[src/rtl/uart_cmd_pkg.sv]
// rtl/uart_cmd_pkg.sv - ASCII command constants, command kinds, FSM states and byte decoder
package uart_cmd_pkg;

  localparam logic [7:0] CH_RUN  = 8'h72; // 'r'
  localparam logic [7:0] CH_CLR  = 8'h63; // 'c'
  localparam logic [7:0] CH_UP   = 8'h2B; // '+'
  localparam logic [7:0] CH_DN   = 8'h2D; // '-'
  localparam logic [7:0] CH_L    = 8'h4C; // 'L'
  localparam logic [7:0] CH_R    = 8'h52; // 'R'
  localparam logic [7:0] CH_CAL  = 8'h43; // 'C'
  localparam logic [7:0] CH_FMT  = 8'h46; // 'F'
  localparam logic [7:0] CH_SEL  = 8'h53; // 'S'
  localparam logic [7:0] CH_NAK  = 8'h3F; // '?'
  localparam logic [7:0] CH_ZERO = 8'h30;
  localparam logic [7:0] CH_NINE = 8'h39;

  typedef enum logic [3:0] {
    K_RUN, K_CLR, K_UP, K_DN, K_L, K_R, K_CAL, K_FMT, K_SEL, K_DIG, K_UNK
  } cmd_kind_t;

  typedef enum logic [2:0] {
    S_IDLE, S_DECODE, S_EMIT, S_GAP, S_DIGIT, S_REPLY
  } state_t;

  function automatic cmd_kind_t decode_cmd(input logic [7:0] b);
    cmd_kind_t k;
    case (b)
      CH_RUN:  k = K_RUN;
      CH_CLR:  k = K_CLR;
      CH_UP:   k = K_UP;
      CH_DN:   k = K_DN;
      CH_L:    k = K_L;
      CH_R:    k = K_R;
      CH_CAL:  k = K_CAL;
      CH_FMT:  k = K_FMT;
      CH_SEL:  k = K_SEL;
      default: k = (b >= CH_ZERO && b <= CH_NINE) ? K_DIG : K_UNK;
    endcase
    return k;
  endfunction

endpackage

[src/rtl/cmd_repeat_timer.sv]
// rtl/cmd_repeat_timer.sv - remaining-pulse and inter-pulse gap counters for repeated commands
module cmd_repeat_timer #(
  parameter int GAP_CYC = 4,
  parameter int RW      = 4
) (
  input  logic          clk,
  input  logic          rst,
  input  logic          load,
  input  logic [RW-1:0] load_rem,
  output logic          emit,
  output logic          done,
  output logic          gap_end
);

  localparam int GW = $clog2(GAP_CYC + 1);

  logic [RW-1:0] rem;
  logic [GW-1:0] gap;
  logic          active;

  // An emit fires whenever a burst is active and the gap has drained.
  assign emit    = active && (gap == '0);
  assign done    = emit && (rem == RW'(1));
  assign gap_end = (gap == GW'(1));

  always_ff @(posedge clk) begin
    if (!rst) begin
      rem    <= '0;
      gap    <= '0;
      active <= 1'b0;
    end else if (load) begin
      rem    <= load_rem;
      gap    <= '0;
      active <= 1'b1;
    end else if (emit) begin
      rem <= rem - 1'b1;
      if (rem == RW'(1)) active <= 1'b0;
      else               gap    <= GW'(GAP_CYC);
    end else if (gap != '0) begin
      gap <= gap - 1'b1;
    end
  end

endmodule

[src/rtl/uart_cmd_decoder_mc.sv]
// rtl/uart_cmd_decoder_mc.sv - multi-channel ASCII command decoder with repeat prefix and echo
module uart_cmd_decoder_mc
  import uart_cmd_pkg::*;
#(
  parameter int NUM_CH  = 2,
  parameter int REP_MAX = 15,
  parameter int GAP_CYC = 4,
  parameter int ECHO_EN = 1,
  localparam int CW = (NUM_CH > 1) ? $clog2(NUM_CH) : 1
) (
  input  logic              clk,
  input  logic              rst,
  input  logic              fifo_rx_empty,
  input  logic [7:0]        rx_data,
  output logic              fifo_rx_pop,
  input  logic              fifo_tx_full,
  output logic              fifo_tx_push,
  output logic [7:0]        tx_data,
  output logic [CW-1:0]     ch_sel,
  output logic [NUM_CH-1:0] p_run,
  output logic [NUM_CH-1:0] p_clear,
  output logic [NUM_CH-1:0] p_up,
  output logic [NUM_CH-1:0] p_down,
  output logic [NUM_CH-1:0] p_left,
  output logic [NUM_CH-1:0] p_right,
  output logic [NUM_CH-1:0] calib_mode,
  output logic [NUM_CH-1:0] fmt_mode
);

  localparam int RW = $clog2(REP_MAX + 1);
  localparam logic [NUM_CH-1:0] ONE = 1;

  state_t        state;
  logic [7:0]    byte_q;
  cmd_kind_t     kind_q;
  logic [7:0]    reply_q;
  logic [RW-1:0] rep;

  cmd_kind_t     kind;
  logic          cal_cur;
  logic          is_rep;
  logic          illegal;
  logic          load;
  logic [RW-1:0] load_rem;
  logic          emit;
  logic          done;
  logic          gap_end;
  logic [NUM_CH-1:0] onehot;
  logic [CW-1:0]     ch_next;
  logic [RW+4:0]     rep_acc;
  logic [RW-1:0]     rep_sat;

  assign kind    = decode_cmd(byte_q);
  assign cal_cur = calib_mode[ch_sel];
  assign is_rep  = (kind == K_UP) || (kind == K_DN) || (kind == K_L) || (kind == K_R);
  assign illegal = (kind == K_UNK) || (is_rep && !cal_cur) ||
                   (((kind == K_RUN) || (kind == K_CLR)) && cal_cur);

  // Only pulse/toggle commands go through the timer; non-repeatables always fire once.
  assign load     = (state == S_DECODE) && !illegal &&
                    (kind != K_DIG) && (kind != K_SEL);
  assign load_rem = (is_rep && (rep != '0)) ? rep : RW'(1);

  assign onehot  = ONE << ch_sel;
  assign ch_next = (ch_sel == CW'(NUM_CH - 1)) ? '0 : ch_sel + 1'b1;
  assign rep_acc = ((RW+5)'(rep) * (RW+5)'(10)) + (RW+5)'(byte_q[3:0]);
  assign rep_sat = (rep_acc > (RW+5)'(REP_MAX)) ? RW'(REP_MAX) : rep_acc[RW-1:0];

  cmd_repeat_timer #(
    .GAP_CYC (GAP_CYC),
    .RW      (RW)
  ) u_timer (
    .clk      (clk),
    .rst      (rst),
    .load     (load),
    .load_rem (load_rem),
    .emit     (emit),
    .done     (done),
    .gap_end  (gap_end)
  );

  always_ff @(posedge clk) begin
    if (!rst) begin
      state        <= S_IDLE;
      byte_q       <= '0;
      kind_q       <= K_UNK;
      reply_q      <= '0;
      rep          <= '0;
      fifo_rx_pop  <= 1'b0;
      fifo_tx_push <= 1'b0;
      tx_data      <= '0;
      ch_sel       <= '0;
      p_run        <= '0;
      p_clear      <= '0;
      p_up         <= '0;
      p_down       <= '0;
      p_left       <= '0;
      p_right      <= '0;
      calib_mode   <= '0;
      fmt_mode     <= '0;
    end else begin
      fifo_rx_pop  <= 1'b0;
      fifo_tx_push <= 1'b0;
      p_run        <= '0;
      p_clear      <= '0;
      p_up         <= '0;
      p_down       <= '0;
      p_left       <= '0;
      p_right      <= '0;
      case (state)
        S_IDLE: begin
          if (!fifo_rx_empty) begin
            byte_q      <= rx_data;
            fifo_rx_pop <= 1'b1;
            state       <= S_DECODE;
          end
        end
        S_DECODE: begin
          kind_q <= kind;
          if (kind != K_DIG) rep <= '0;
          if (kind == K_DIG) begin
            state <= S_DIGIT;
          end else if (illegal) begin
            reply_q <= CH_NAK;
            state   <= S_REPLY;
          end else if (kind == K_SEL) begin
            ch_sel  <= ch_next;
            reply_q <= CH_ZERO + 8'(ch_next);
            state   <= S_REPLY;
          end else begin
            reply_q <= byte_q;
            state   <= S_EMIT;
          end
        end
        S_EMIT: begin
          case (kind_q)
            K_RUN:   p_run      <= onehot;
            K_CLR:   p_clear    <= onehot;
            K_UP:    p_up       <= onehot;
            K_DN:    p_down     <= onehot;
            K_L:     p_left     <= onehot;
            K_R:     p_right    <= onehot;
            K_CAL:   calib_mode <= calib_mode ^ onehot;
            K_FMT:   fmt_mode   <= fmt_mode ^ onehot;
            default: ;
          endcase
          state <= (done || !emit) ? S_REPLY : S_GAP;
        end
        S_GAP: begin
          if (gap_end) state <= S_EMIT;
        end
        S_DIGIT: begin
          rep     <= rep_sat;
          reply_q <= byte_q;
          state   <= S_REPLY;
        end
        S_REPLY: begin
          // A stalled TX FIFO holds the FSM here, which in turn stalls RX popping.
          if (ECHO_EN == 0) begin
            state <= S_IDLE;
          end else if (!fifo_tx_full) begin
            fifo_tx_push <= 1'b1;
            tx_data      <= reply_q;
            state        <= S_IDLE;
          end
        end
        default: state <= S_IDLE;
      endcase
    end
  end

endmodule

[config.mk]
export PLATFORM = sky130hd
export DESIGN_NAME = uart_cmd_decoder_mc
export DESIGN_NICKNAME = d
export VERILOG_FILES = /design/src/rtl/uart_cmd_pkg.sv /design/src/rtl/cmd_repeat_timer.sv /design/src/rtl/uart_cmd_decoder_mc.sv
export SDC_FILE = /design/constraint.sdc
export NUM_CORES = 1
export LEC_CHECK = 0
export ABC_AREA = 1
export ABC_CLOCK_PERIOD_IN_PS = 5100
export BUFFER_PORTS_ARGS = -buffer_cell sky130_fd_sc_hd__buf_4
export CORE_MARGIN = 2
export CORE_UTILIZATION = 38
export CTS_CLUSTER_SIZE = 28
export DETAILED_ROUTE_END_ITERATION = 6
export GPL_TIMING_DRIVEN = 1
export HOLD_SLACK_MARGIN = 0.08
export SLEW_MARGIN = 20
export SYNTH_ARGS = -nofsm -noshare
export SYNTH_HDL_FRONTEND = slang
export SYNTH_SLANG_ARGS = --single-unit
[constraint.sdc]
create_clock -name clk -period 5.1 [get_ports clk]
set_clock_uncertainty 0.1 [all_clocks]
set_input_delay 0.255 -clock clk [delete_from_list [all_inputs] [get_ports clk]]
set_output_delay 0.255 -clock clk [all_outputs]
set_load 0.1 [all_outputs]
==> run summary <==
status -> finished clean
Crit. End Element -> register
layout cells sized above 1 -> 18.5%
internal power -> 0.936 mW
Final Hold Viols -> 0
XOR/XNOR Fraction of Synth Area -> 0.870%
post-CTS repair timing setup buffer count -> 0
Port-buffer cells -> 38
worst skew pair latency -> 0.34 ns
Post-Route WL -> 6820 um
first-pass GRT wire length -> 11800 um
Max Clock Freq -> 441 MHz
Setup Viol. Count Final -> 0
clock-pin slew on the worst setup and hold paths -> 0.07 ns
Crit Path Max Fanout -> 6
adder-cell share of the synthesized area -> 6.30%
sequential element share of the synthesized area -> 41.1%
flops & latches, synth -> 62
sw frac -> 34.8%
CTS tree -> yes
DP Worst Slack -> 2.87 ns
total die area -> 0.00868 mm^2
Overall Global Routing Usage -> 17.3%
crit-path cells -> ha_1, ha_1, fa_1, o21ai_0, o2111ai_1, o21ai_0, a21oi_1
GRT overflow -> 0
worst setup margin -> 2.83 ns
post-route setup TNS -> 0 ns
Root Buffer -> clkbuf_8
Power Density -> 396 mW/mm^2
Synth Flop Type -> dfxtp_1
Final Max Tran Viols -> 0
Core ar. -> 0.00773 mm^2
I/O pins -> 39
Residual DRC -> 0
hpwl dp -> 5120 um
RSZ-0062 raised after global routing -> no
async set-or-reset flop fraction in the synthesized netlist -> 0%
Filler cells -> 826
multiplexer share of the synthesized area -> 0%
Initial Utilization -> 39.1%
Pre-antenna DRT Iters -> 4
net switching power -> 0.500 mW
unique cell type count in the Yosys netlist -> 32
Vias/cell -> 4.79
top layer in use -> met4
Synth warnings -> 0
Yosys top cell area share -> 41.1%
largest family of logic cells by synthesized area -> simple AND/OR/NAND/NOR gates
num rows -> 32
die width -> 93.2 um
Worst path max stage delay -> 0.46 ns
Crit Path Class -> register to register
cell taking the most area after synthesis -> dfxtp_1
Buf/Inv on CP -> 0
type of the worst min-delay path -> input port to register
slew margin rel. -> 56.0%
CTS Hold Bufs -> 0
drt wl/cell -> 12.0 um
met3 wire length -> 240 um
worst ir drop on vdd -> 0.167 mV
slowest CP cell -> dfxtp_1
Final Critical Period -> 2.27 ns
DR WL met2 -> 3180 um
crit path launch type -> register
Post-Synth Simple-Gate Area -> 30.4%
initial antenna violation count -> 0
Slew @ Worst Pin -> 0.656 ns
area of the mapped netlist -> 0.00302 mm^2
maxcap violations -> 0
Logic pwr share -> 24.7%
fin cells -> 567
M1 wire length -> 3290 um
count leader, synth -> nand2_1
Max clock buf depth -> 2
post-CTS sizing -> 0
Synth Area in Compound Gates -> 14.0%
TritonCTS Buffers -> 9
Clock Power Share -> 33.4%
H-tree depth -> 3
Final Power -> 1.44 mW
antenna cells -> 0
CTS Sinks -> 62
CP delay by family, top -> adder cells
top post-synthesis cells by area -> dfxtp_1, nand2_1, nor2_1, o21ai_0, a21oi_1
largest net degree at the start of global routing -> 32
Synth Instances -> 418
Required @ worst endpoint -> 5.21 ns
number of flops mapped to enable cells by yosys -> 0
Lkg Pwr -> 1.64 nW
vias in the first global route -> 2632
register share of total power -> 41.9%
RePlAce Congestion -> 0.846
worst path arrival time -> 2.38 ns
nets -> 486
syn_area_per_cell -> 7.23 um^2
Routed Antenna Nets -> 0
crit share post-route -> 44.5%
Post-Syn Nets -> 444
Layout area overhead -> 20.1%
DIE HEIGHT -> 93.2 um
Commonest cells post-synth -> nand2_1, nor2_1, dfxtp_1
placed insts -> 551
DR vias -> 2714
initial DRC count -> 94
-- cell families after synthesis --
group,after synthesis
buffers and inverters,59
and+or+nand+nor,199
xor gates and xnor gates,3
DFF,62
adders and majority gates,14
AOI/OAI and AO/OA,81
-- cell type report --
class	instances	area [um^2]	area share [%]
multi-input combinational	297	1560	42.9
sequential	62	1240	34.2
timing repair buffer	38	285	7.86
inverter	52	195	5.38
tap	102	128	3.52
clock buffer	9	124	3.41
clock inverter	7	97.6	2.69
-- worst paths after layout --
check        slack (ns)               startpoint  cells past startpoint                 endpoint
max                2.83      rep[1]$_SDFFE_PN0P_                      7      rep[0]$_SDFFE_PN0P_
min                0.09               rx_data[5]                      3   byte_q[5]$_SDFFE_PN0P_
max reg2reg        2.83      rep[1]$_SDFFE_PN0P_                      7      rep[0]$_SDFFE_PN0P_
min reg2reg        0.36  reply_q[7]$_SDFFE_PN0P_                      2  reply_q[7]$_SDFFE_PN0P_
-- per-layer routing --
metal | vias up | GRT usage [%]
met5 | - | 0
met4 | 0 | 6.13
met3 | 9 | 4.67
met2 | 48 | 29.6
met1 | 1216 | 20.9
li1 | 1441 | -
-- stage by stage --
stage	util (%)	cell area [um^2]	hold slack, ns
finish	47.0	3630	0.0917
global route	47.0	3630	0.0935
CTS	47.0	3630	0.0816
detailed placement	44.1	3410	0.356
global placement	44.1	3410	0.351
floorplan	-	3020	0.338
-- flip-flops by register name (all words and copies together), names as in the netlist, 2 cells and up --
signal / count
reply_q: 8
u_timer.gap: 3
kind_q: 4
p_down: 2
p_clear: 2
p_right: 2
p_left: 2
tx_data: 8
p_up: 2
byte_q: 8
u_timer.rem: 4
fmt_mode: 2
p_run: 2
calib_mode: 2
state: 3
rep: 4
-- worst min-delay path, delay by kind of cell --
| family | cells | cell delay, ns |
|---|---|---|
| compound gates | 2 | 0.17 |
| buf+inv | 1 | 0.07 |
-- cell usage in the layout, fill, tap and decap left out, types with 5 or more instances in the layout --
master / count
inv_1: 40
dfxtp_1: 62
nor2_1: 63
nor2_2: 5
a21oi_1: 32
nand3_1: 12
nand2_2: 8
clkbuf_8: 9
nand2_1: 77
ha_1: 12
nor3_1: 14
inv_2: 10
o21ai_0: 41
buf_4: 38
-- power groups by stage --
stage / Clock, mW / Sequential [mW] / Combinational [mW]
after CTS: 0.495 / 0.602 / 0.356
after global routing: 0.516 / 0.611 / 0.409
after detailed placement: 0 / 0.613 / 0.354
after global placement: 0 / 0.611 / 0.350
final: 0.480 / 0.602 / 0.354
after floorplan: 0 / 0.636 / 0.241
Power figures use the tool's default switching activity.
